$ cat config.mk
export PLATFORM = sky130hd
export DESIGN_NAME = frv_mask_rng
export DESIGN_NICKNAME = d
export VERILOG_FILES = /design/src/rtl/frv_mask_rng.sv
export SDC_FILE = /design/constraint.sdc
export NUM_CORES = 1
export LEC_CHECK = 0
export ABC_AREA = 1
export BUFFER_PORTS_ARGS = -buffer_cell sky130_fd_sc_hd__buf_2
export CELL_PAD_IN_SITES_DETAIL_PLACEMENT = 1
export CELL_PAD_IN_SITES_GLOBAL_PLACEMENT = 1
export CORE_MARGIN = 4
export CORE_UTILIZATION = 30
export DETAILED_ROUTE_END_ITERATION = 12
export PLACE_DENSITY_LB_ADDON = 0.25
export SYNTH_ARGS = -nofsm -noshare
export SYNTH_HDL_FRONTEND = slang
export SYNTH_SLANG_ARGS = --single-unit
$ cat constraint.sdc
create_clock -name g_clk -period 2.9 [get_ports g_clk]
set_clock_uncertainty 0.05 [all_clocks]
set_input_delay 0.58 -clock g_clk [delete_from_list [all_inputs] [get_ports g_clk]]
set_output_delay 0.58 -clock g_clk [all_outputs]
set_load 0.02 [all_outputs]
$ cat src/rtl/frv_mask_rng.sv
`default_nettype none
// ============================================================================
// Module   : frv_mask_rng
// Purpose  : Galois-LFSR mask source with an optional prefetch FIFO and a
//            CSR reseed port. FRV_MASK_RNG_FIFO_EN selects the FIFO build.
// Revision : 1.0 - initial release
// ============================================================================
module frv_mask_rng #(
  parameter int unsigned DEPTH = 4,
  parameter logic [31:0] SEED  = 32'h0000_0001
) (
  input  logic                     g_clk,
  input  logic                     g_rst,
  input  logic                     seed_valid,
  input  logic [31:0]              seed_data,
  output logic                     seed_ready,
  output logic                     mask_valid,
  input  logic                     mask_ready,
  output logic [31:0]              mask_data,
  output logic [31:0]              rvfi_mask_data,
  output logic [$clog2(DEPTH):0]   rng_level
);

  localparam int unsigned LW     = $clog2(DEPTH) + 1;
  localparam logic [31:0] C_TAPS = 32'h8020_0003;

  function automatic logic [31:0] lfsr_step(input logic [31:0] s);
    lfsr_step = s[0] ? ((s >> 1) ^ C_TAPS) : (s >> 1);
  endfunction

  logic [31:0] lfsr_q;
  logic [31:0] lfsr_d;
  logic [31:0] rvfi_q;
  logic [31:0] w_seed_mix;
  logic        w_pop;

  assign seed_ready     = 1'b1;
  assign rvfi_mask_data = rvfi_q;
  assign w_seed_mix     = lfsr_q ^ seed_data;

`ifdef FRV_MASK_RNG_FIFO_EN

  localparam int unsigned   PW      = $clog2(DEPTH);
  localparam logic [LW-1:0] C_DEPTH = LW'(DEPTH);

  logic [31:0]   fifo_q [DEPTH];
  logic [PW-1:0] wr_ptr_q;
  logic [PW-1:0] rd_ptr_q;
  logic [LW-1:0] level_q;
  logic [LW-1:0] level_d;
  logic          w_push;

  assign mask_valid = (level_q != '0);
  assign mask_data  = mask_valid ? fifo_q[rd_ptr_q] : '0;
  assign rng_level  = level_q;
  assign w_pop      = mask_valid & mask_ready;
  // A pop frees a slot in the same cycle, so a full FIFO keeps streaming.
  assign w_push     = !seed_valid && ((level_q < C_DEPTH) || w_pop);

  always_comb begin
    level_d = level_q;
    lfsr_d  = lfsr_q;
    if (seed_valid) begin
      level_d = '0;
      lfsr_d  = (w_seed_mix == '0) ? SEED : w_seed_mix;
    end else begin
      if (w_push && !w_pop) begin
        level_d = level_q + 1'b1;
      end else if (w_pop && !w_push) begin
        level_d = level_q - 1'b1;
      end
      if (w_push) begin
        lfsr_d = lfsr_step(lfsr_q);
      end
    end
  end

  always_ff @(posedge g_clk) begin
    if (g_rst) begin
      lfsr_q   <= SEED;
      level_q  <= '0;
      wr_ptr_q <= '0;
      rd_ptr_q <= '0;
      rvfi_q   <= '0;
      for (int i = 0; i < int'(DEPTH); i++) begin
        fifo_q[i] <= '0;
      end
    end else begin
      lfsr_q  <= lfsr_d;
      level_q <= level_d;
      if (w_pop) begin
        rvfi_q <= mask_data;
      end
      if (seed_valid) begin
        wr_ptr_q <= '0;
        rd_ptr_q <= '0;
      end else begin
        if (w_push) begin
          fifo_q[wr_ptr_q] <= lfsr_q;
          wr_ptr_q         <= wr_ptr_q + 1'b1;
        end
        if (w_pop) begin
          rd_ptr_q <= rd_ptr_q + 1'b1;
        end
      end
    end
  end

`else

  logic valid_q;

  assign mask_valid = valid_q;
  assign mask_data  = valid_q ? lfsr_q : '0;
  assign rng_level  = LW'(valid_q);
  assign w_pop      = valid_q & mask_ready;

  // Direct LFSR: one step per consumed word, reseed without a valid gap.
  always_comb begin
    lfsr_d = lfsr_q;
    if (seed_valid) begin
      lfsr_d = (w_seed_mix == '0) ? SEED : w_seed_mix;
    end else if (w_pop) begin
      lfsr_d = lfsr_step(lfsr_q);
    end
  end

  always_ff @(posedge g_clk) begin
    if (g_rst) begin
      lfsr_q  <= SEED;
      valid_q <= 1'b0;
      rvfi_q  <= '0;
    end else begin
      lfsr_q  <= lfsr_d;
      valid_q <= 1'b1;
      if (w_pop) begin
        rvfi_q <= mask_data;
      end
    end
  end

`endif

endmodule
`default_nettype wire

==> run_results.csv, run 1 <==
group,metric,value,unit
sta,final_min_period_over_clock_period,76.55,%
synthesis,synth_flop_cell,"dfxtp_1",
cts,clockBufferDepth,2,
sta,fmax,450.5,MHz
floorplanning,die_y,118.1,um
power_and_ir_drop,leakage,2.436,nW
cts,cts_max_level,3,
detailed_routing,drt-total-wl,11470,um
synthesis,synth_cell_types,24,
cts,cts_hold_buf,0,
sta,maxSlewViolCount,0,
cells_and_area,nFillCells,1489,
sta,tightest_slew,527.2,ps
cts,cts_num_sinks,65,
setup_path,crit_fanout,32,
synthesis,ys_seq_elements,65,
place,gp_congestion,0.7858,
cts,clk_latency,330,ps
synthesis,synth-edff-count,0,
place,dpl_worst_slack,672.1,ps
cells_and_area,seqCellArea,0.001301,sq mm
setup_path,crit_type,"reg2reg",
detailed_routing,vias,3600,
cts,root_buffer,"clkbuf_16",
floorplanning,die_x,118.1,um
cts,cts_tree,"built",
synthesis,async_flop_share,0,%
cts,post_cts_resized,0,
place,dp_hpwl,8469,um
power_and_ir_drop,p_per_area,614.7,mW/mm^2
cts,cts_buffers,9,
cells_and_area,drive_gt1_share,27.13,%
detailed_routing,drc_errors,0,
cts,clk_transition_reported_paths,60,ps
global_route,grt_use_met3,3.940,%
synthesis,synth_area_leaders,"dfxtp_1, nand2_1, inv_1, a211oi_2, nor2_1",
detailed_routing,via_per_inst,4.700,
sta,holdWs,439.6,ps
synthesis,yosys_warnings,0,
cts,post_cts_buffers,0,
global_route,first_global_vias,3760,
detailed_routing,antenna_left,0,
cells_and_area,area_growth_syn_to_layout,24.18,%
setup_path,start_kind,"flip-flop",
setup_path,path_buf_inv,2,
hold_path,hold_path_class,"reg2reg",
run_status,run_status,"finished clean",
sta,setup_viol,0,
synthesis,synthTopCellsByCount,"nand2_1, inv_1, dfxtp_1",
floorplanning,coreArea,0.01166,sq mm
cells_and_area,final_nets,654,
detailed_routing,dr.pass1.iters,4,
place,portBuffers,101,
setup_path,slowest_stage,"dfxtp_1",
sta,max_slew_margin,64.85,%
floorplanning,rows,39,
global_route,grt_max_degree,34,
setup_path,critPathArrivalTime,2420,ps
global_route,antenna_found_initial,0,
cells_and_area,diodes,0,
cells_and_area,fin_area,0.004517,sq mm
synthesis,synth_top_area_cell,"dfxtp_1",
synthesis,seq_area_frac_synth,35.78,%
synthesis,synth_top_area_share,35.78,%
global_route,track_usage,16.87,%
power_and_ir_drop,irDropWorstVdd,0.2983,mV
global_route,grt-busiest-layer,"met2",
setup_path,worstSetupEndpointType,"flip-flop",
setup_path,cp_top_family,"buffers and inverters",
floorplanning,start_util,31.19,%
sta,finalHoldViolations,0,
global_route,grt_overflow,0,
setup_path,crit_top_cell,"inv_4",
place,placed_area,0.004187,sq mm
global_route,use_met1,22.55,%
setup_path,critPathMaxStageDelay,630,ps
sta,tns,0,ps
flow_run,max-cap-violations,0,
synthesis,netlist_area,0.003637,sq mm
synthesis,syn_avg_cell_area,6.863,sq um
floorplanning,die_area,0.01395,sq mm
global_route,grt_first_pass_wirelength,19260,um
sta,fin_crit,2220,ps
floorplanning,io-pin-count,105,
setup_path,cp.required,3100,ps
sta,grt_setup_unrepaired,"no",
setup_path,crit_chain,"nand2_4, inv_4, nor2_8, inv_4, o21ai_0, a211oi_1",
detailed_routing,wire_per_inst,14.98,um
synthesis,syn_inst,530,
synthesis,yosysMostFrequentCell,"nand2_1",
sta,setup_ws,680.2,ps
detailed_routing,drtIter0Drc,147,
cells_and_area,multiInputGateArea,0.001779,sq mm
global_route,gr-usage-met2,27.62,%
[power breakdown]
group / total [mW] / internal [mW] / switching (mW)
clock: 1.20 / 0.796 / 0.400
combinational: 0.532 / 0.180 / 0.352
sequential: 1.05 / 0.967 / 0.0806
[logic make-up (layout without fill, tap and decap cells)]
kind of cell	count (synthesis)	in the layout	synth area share, %
simple gates	229	229	25.28
buf+inv	128	220	15.41
compound gates	102	102	22.36
flops	65	65	35.78
xor+xnor	4	4	0.9631
other cells	2	3	0.2065
[sequential cells by signal (all words and copies together) (netlist names)]
register,flops
mask_valid,1
lfsr_q,32
rvfi_mask_data,32
[cell usage in the layout (no fill, tap or decap), drive strengths merged]
cell and count:
clkinvlp 1, a21oi 19, nor3 29, buf 109, xnor2 4, clkinv 2
nand2 143, inv 95, nor2 57, bufinv 2, a211oi 47, conb 3
clkbuf 11, dfxtp 65, o21ai 33, o211ai 3
[path summary, 6_finish.rpt]
| kind | from | to | slack, ps | depth (start not counted) |
|---|---|---|---|---|
| max reg2reg | mask_valid | lfsr_q[19] | 680 | 6 |
| max | mask_valid | lfsr_q[19] | 680 | 6 |
| min | rvfi_mask_data[26] | rvfi_mask_data[26] | 440 | 2 |
| min reg2reg | rvfi_mask_data[26] | rvfi_mask_data[26] | 440 | 2 |
[per-layer routing]
metal / vias to the layer above / routed length [um]
met5: - / 0
met3: 7 / 503
li1: 1831 / -
met4: 0 / 113
met2: 75 / 5312
met1: 1687 / 5545
[tightest hold or removal path, delay by kind of cell, from the launching register on]
kind | cells | cell delay, ps
AO/OA/AOI/OAI | 1 | 40
flip-flops | 1 | 310
AND/OR/NAND/NOR | 1 | 90
[per-stage QoR]
stage	total power, mW	util [%]	std cells
after floorplan	1.429	-	531
after global placement	1.587	35.90	750
after detailed placement	1.603	35.90	750
after CTS	2.811	38.73	766
after global routing	2.938	38.73	766
final	2.776	38.73	766
[area by class of cell]
type                    instances  share of cell area [%]
inverters                      95                   8.006
clock inverters                 5                   1.717
repair buffers                109                   12.52
clock buffers                  11                   5.596
flip-flops and latches         65                   28.81
well taps                     143                   3.961
multi-input cells             338                   39.39
(Power assumes the default switching activity.)
==> inputs of run 2 (changes only) <==
- ABC_AREA: 1 -> 0
- clock period: 2.9 -> 2.15 ns (I/O delays scaled with it)
==> run_results.csv, run 2 <==
group,metric,value,unit
run_status,run_status,"finished clean",
setup_path,start_kind,"flip-flop",
setup_path,worstSetupEndpointType,"output pin",
synthesis,synthTopCellsByCount,"nand2_1, dfxtp_1, a21oi_1",
sta,holdWs,404.7,ps
setup_path,ff2ff_path_depth,6,
cells_and_area,layout_commonest_cell,"buf_2",
power_and_ir_drop,cell_internal_pwr,2.033,mW
power_and_ir_drop,power_frac_clock,36.0,%
global_route,track_usage,16.95,%
sta,maxSlewViolCount,0,
cells_and_area,area_growth_syn_to_layout,23.97,%
synthesis,syn_inst,444,
synthesis,yosys_warnings,0,
cells_and_area,fin_area,0.004160,sq mm
power_and_ir_drop,share_seq_of_total_power,45.9,%
global_route,first_global_vias,3330,
sta,tns,0,ps
synthesis,yosysMostFrequentCell,"nand2_1",
cts,cts_hold_buf,0,
cts,cts_tree,"built",
setup_path,reg2reg_from,"mask_valid",
floorplanning,io-pin-count,105,
synthesis,syn_avg_cell_area,7.558,sq um
power_and_ir_drop,p_switching,0.8968,mW
synthesis,synth_area_leaders,"dfxtp_1, nand2_1, a21oi_1, xnor2_1, o2bb2ai_1",
power_and_ir_drop,finalPower,2.930,mW
synthesis,synth-edff-count,0,
place,gp_congestion,0.7148,
sta,setup_viol,0,
sta,final_min_period_over_clock_period,85.61,%
sta,grt_setup_unrepaired,"no",
cts,post_cts_buffers,0,
cts,cts_max_level,3,
power_and_ir_drop,irDropWorstVdd,0.3109,mV
global_route,grt_max_degree,36,
detailed_routing,drt-total-wl,11020,um
global_route,antenna_found_initial,0,
cts,cts_buffers,9,
synthesis,ys_seq_elements,65,
cells_and_area,fin_util,38.21,%
floorplanning,die_area,0.01294,sq mm
cts,clk_transition_reported_paths,70,ps
cells_and_area,nFillCells,1373,
power_and_ir_drop,power_frac_comb,18.0,%
hold_path,whs_path_depth,2,
power_and_ir_drop,leakage,1.735,nW
hold_path,hold_path_class,"reg2reg",
floorplanning,coreArea,0.01089,sq mm
place,placed_area,0.003964,sq mm
power_and_ir_drop,p_per_area,704.3,mW/mm^2
detailed_routing,vias,3351,
cells_and_area,layout_common_cells,"buf_2, nand2_1, dfxtp_1, a21oi_1, nor2_1",
synthesis,synth_top_area_cell,"dfxtp_1",
floorplanning,start_util,30.82,%
setup_path,critPathArrivalTime,1360,ps
setup_path,r2r-end,"lfsr_q[23]",
detailed_routing,wire_per_inst,16.24,um
setup_path,crit_fanout,35,
floorplanning,die_x,113.8,um
detailed_routing,via_per_inst,4.935,
place,dp_hpwl,7799,um
setup_path,cp.required,1670,ps
cells_and_area,drive_gt1_share,25.05,%
synthesis,synth_cell_types,29,
floorplanning,die_y,113.8,um
setup_path,critPathCapture,"mask_data[1]",
setup_path,crit_type,"reg2out",
cells_and_area,final_nets,570,
synthesis,synth_flop_cell,"dfxtp_1",
global_route,grt_first_pass_wirelength,17440,um
detailed_routing,drc_errors,0,
setup_path,startpoint,"mask_valid",
detailed_routing,dr.pass1.iters,4,
setup_path,rrSetupSlack,310,ps
detailed_routing,drtIter0Drc,104,
power_and_ir_drop,switching_share,30.61,%
synthesis,async_flop_share,0,%
sta,finalHoldViolations,0,
cts,root_buffer,"clkbuf_8",
cts,post_cts_resized,0,
detailed_routing,antenna_left,0,
cts,clockBufferDepth,2,
cts,clk_latency,340,ps
flow_run,max-cap-violations,0,
synthesis,synth_top_area_share,38.78,%
cts,cts_num_sinks,65,
sta,fin_crit,1841,ps
place,portBuffers,101,
sta,max_slew_margin,39.77,%
sta,tightest_slew,902.5,ps
synthesis,seq_area_frac_synth,38.78,%
cells_and_area,diodes,0,
sta,fmax,543.3,MHz
global_route,grt_overflow,0,
synthesis,netlist_area,0.003356,sq mm
floorplanning,rows,38,
-- run 2: changes by cell type in the layout (fill, tap and decap cells not counted), sizes merged, moves of 8 or more --
cell     change
xnor2       +28
nand2       -43
a21oi       +44
nor3        -28
inv         -93
nor2        -22
and2        +33
nand4        +8
o2bb2ai     +29
a211oi      -47
-- run 2: cell families (layout without fill, tap and decap cells) --
| kind of cell | count (synthesis) | in the layout | share of synthesized area, % |
|---|---|---|---|
| AO/OA/AOI/OAI | 126 | 126 | 22.48 |
| XOR/XNOR | 34 | 34 | 9.433 |
| buffers and inverters | 37 | 131 | 5.182 |
| flip-flops | 65 | 65 | 38.78 |
| other | 2 | 3 | 0.2238 |
| AND/OR/NAND/NOR | 180 | 180 | 23.90 |
-- run 2: through the flow --
| step | cells | worst slack [ps] |
|---|---|---|
| final | 679 | 309.3 |
| after global routing | 679 | 93.37 |
| after floorplan | 445 | 673.5 |
| after global placement | 663 | 109.8 |
| after CTS | 679 | 272.3 |
| after detailed placement | 663 | 36.21 |
-- run 2: critical path, stage by stage (launching register included) --
cell and delay, ps:
dfxtp_1 330, buf_4 330, and2_1 190, buf_2 170
-- run 2: routing by layer --
layer / part of all wire (%) / routed length, um / track usage (%) / vias to the layer above
met5: 0 / 0 / 0 / -
met4: 1.2 / 127 / 4.247 / 0
met3: 4.9 / 537 / 3.607 / 11
met2: 49 / 5362 / 28.82 / 80
met1: 45 / 4997 / 21.90 / 1592
li1: - / - / - / 1668
-- run 2: worst min path at each step --
stage | startpoint | end | slack, ps
floorplan | lfsr_q[21] | rvfi_mask_data[21] | 440
global placement | rvfi_mask_data[16] | rvfi_mask_data[16] | 390
detailed placement | rvfi_mask_data[5] | rvfi_mask_data[5] | 400
CTS | rvfi_mask_data[21] | rvfi_mask_data[21] | 410
global route | rvfi_mask_data[15] | rvfi_mask_data[15] | 420
finish | rvfi_mask_data[21] | rvfi_mask_data[21] | 400
-- run 2: power by group through the flow --
stage               logic, mW  registers [mW]  clock network (mW)
floorplan               0.339            1.37                   0
global placement        0.522            1.37                   0
detailed placement      0.534            1.37                   0
CTS                     0.537            1.35                1.09
global route            0.585            1.36                1.15
finish                  0.529            1.35                1.06
-- run 2: cell type report --
cell class | instances | area, sq um | share of cell area [%]
Multi-Input combinational cell | 343 | 1884 | 45.29
Clock buffer | 11 | 141.4 | 3.399
Tap cell | 140 | 175.2 | 4.211
Inverter | 2 | 7.507 | 0.1805
Sequential cell | 65 | 1301 | 31.28
Clock inverter | 5 | 55.05 | 1.323
Timing Repair Buffer | 113 | 595.6 | 14.32
==> inputs of run 3 (changes only) <==
==> constraint.sdc (replaced) <==
create_clock -name g_clk -period 2.15 [get_ports g_clk]
set_clock_uncertainty 0.05 [all_clocks]
set_input_delay 0.1075 -clock g_clk [delete_from_list [all_inputs] [get_ports g_clk]]
set_output_delay 0.1075 -clock g_clk [all_outputs]
set_load 0.02 [all_outputs]
==> run_results.csv, run 3 (synthesis gave the netlist of run 2 again) <==
group,metric,value,unit
setup_path,slowest_stage,"dfxtp_1",
floorplanning,rows,38,
floorplanning,io-pin-count,105,
setup_path,critPathArrivalTime,1790,ps
detailed_routing,via_per_inst,4.960,
cells_and_area,area_growth_syn_to_layout,24.42,%
setup_path,worstSetupEndpointType,"flip-flop",
cts,clk_transition_reported_paths,80,ps
floorplanning,coreArea,0.01089,sq mm
setup_path,crit_fanout,20,
hold_path,hold_path_class,"in2reg",
global_route,track_usage,18.22,%
global_route,use_met1,23.37,%
setup_path,start_kind,"flip-flop",
sta,max_slew_margin,55.42,%
setup_path,path_buf_inv,1,
floorplanning,die_area,0.01294,sq mm
cts,cts_buffers,9,
cts,post_cts_buffers,0,
hold_path,hp-start,"seed_data[19]",
detailed_routing,wire_per_inst,16.97,um
sta,maxSlewViolCount,0,
setup_path,cp.required,2320,ps
cts,cts_tree,"built",
cts,post_cts_resized,0,
floorplanning,die_x,113.8,um
sta,fmax,618.7,MHz
cts,root_buffer,"clkbuf_8",
cts,cts_hold_buf,0,
floorplanning,die_y,113.8,um
detailed_routing,vias,3368,
sta,final_min_period_over_clock_period,75.18,%
setup_path,crit_top_cell,"nand2_1",
sta,setup_ws,533.6,ps
cts,clk_latency,350,ps
cts,cts_max_level,3,
place,portBuffers,101,
setup_path,crit_type,"reg2reg",
sta,finalHoldViolations,0,
global_route,grt-busiest-layer,"met2",
global_route,grt_first_pass_wirelength,18580,um
detailed_routing,drtIter0Drc,132,
place,gp_congestion,0.7878,
place,dp_hpwl,8170,um
detailed_routing,dr.pass1.iters,4,
cells_and_area,layout_commonest_cell,"buf_2",
flow_run,max-cap-violations,0,
setup_path,crit_chain,"nand2_1, nand2_1, buf_4, o21ai_0, a221oi_1, nor2_1",
power_and_ir_drop,leakage,1.740,nW
sta,setup_viol,0,
global_route,grt_use_met3,4.297,%
cells_and_area,layout_common_cells,"buf_2, nand2_1, dfxtp_1, a21oi_1, nor2_1",
power_and_ir_drop,p_per_area,725.9,mW/mm^2
cells_and_area,nFillCells,1397,
power_and_ir_drop,irDropWorstVdd,0.3213,mV
place,dpl_worst_slack,532.9,ps
setup_path,reg2reg_from,"mask_valid",
sta,holdWs,108.8,ps
detailed_routing,drt-total-wl,11520,um
global_route,antenna_found_initial,0,
setup_path,critPathMaxStageDelay,340,ps
cells_and_area,diodes,0,
setup_path,rrSetupSlack,530,ps
detailed_routing,antenna_left,0,
run_status,run_status,"finished clean",
cts,cts_num_sinks,65,
setup_path,startpoint,"mask_valid",
global_route,first_global_vias,3499,
detailed_routing,drc_errors,0,
cells_and_area,final_nets,570,
sta,tns,0,ps
global_route,gr-usage-met2,29.80,%
cells_and_area,drive_gt1_share,24.86,%
global_route,grt_max_degree,36,
sta,fin_crit,1616,ps
setup_path,cp_top_family,"simple AND/OR/NAND/NOR gates",
sta,tightest_slew,668.6,ps
global_route,grt_overflow,0,
floorplanning,start_util,30.82,%
cts,clockBufferDepth,2,
sta,grt_setup_unrepaired,"no",
run 3: cell count changes in the layout (fill, tap and decap cells not counted):
cell / previous run / this run
bufinv_16: 1 / 2
clkbuf_1: 1 / 2
clkbuf_8: 10 / 9
clkinv_2: 2 / 1
run 3: layer usage:
layer	routed length, um	vias up	part of all wire (%)
li1	-	1662	-
met1	5174	1602	45
met2	5507	85	48
met3	606	19	5.3
met4	233	0	2.0
met5	0	-	0
run 3: cell type report:
| type | count | area (sq um) | share of cell area, % |
|---|---|---|---|
| flip-flops and latches | 65 | 1301 | 31.17 |
| inverters | 2 | 7.507 | 0.1798 |
| clock buffers | 11 | 131.4 | 3.147 |
| clock inverters | 5 | 80.08 | 1.918 |
| multi-input cells | 343 | 1884 | 45.13 |
| repair buffers | 113 | 595.6 | 14.26 |
| well taps | 140 | 175.2 | 4.195 |
run 3: path summary, 6_finish.rpt:
kind         cells past startpoint            endpoint
max                              6          lfsr_q[21]
min                              4          lfsr_q[19]
max reg2reg                      6          lfsr_q[21]
min reg2reg                      2  rvfi_mask_data[13]
run 3: through the flow:
stage	power (mW)	util [%]	area, sq um	std cells
after floorplan	1.708	-	3359	445
after global placement	1.901	36.41	3964	663
after detailed placement	1.915	36.41	3964	663
after CTS	3.074	38.35	4175	679
after global routing	3.205	38.35	4175	679
final	3.031	38.35	4175	679
run 3: worst reg2reg max path: cells and delay by family, from the launching register on:
family / cells / cell delay [ps]
AO/OA/AOI/OAI: 2 / 370
buffers and inverters: 1 / 240
AND/OR/NAND/NOR: 3 / 490
flip-flops: 1 / 340
run 3: power breakdown:
group	total [mW]	internal (mW)	switching [mW]	leakage, nW
Combinational	0.537	0.207	0.330	1.11
Sequential	1.35	1.26	0.0836	0.531
Clock	1.15	0.652	0.496	0.0995
Total	3.03	2.12	0.910	1.74
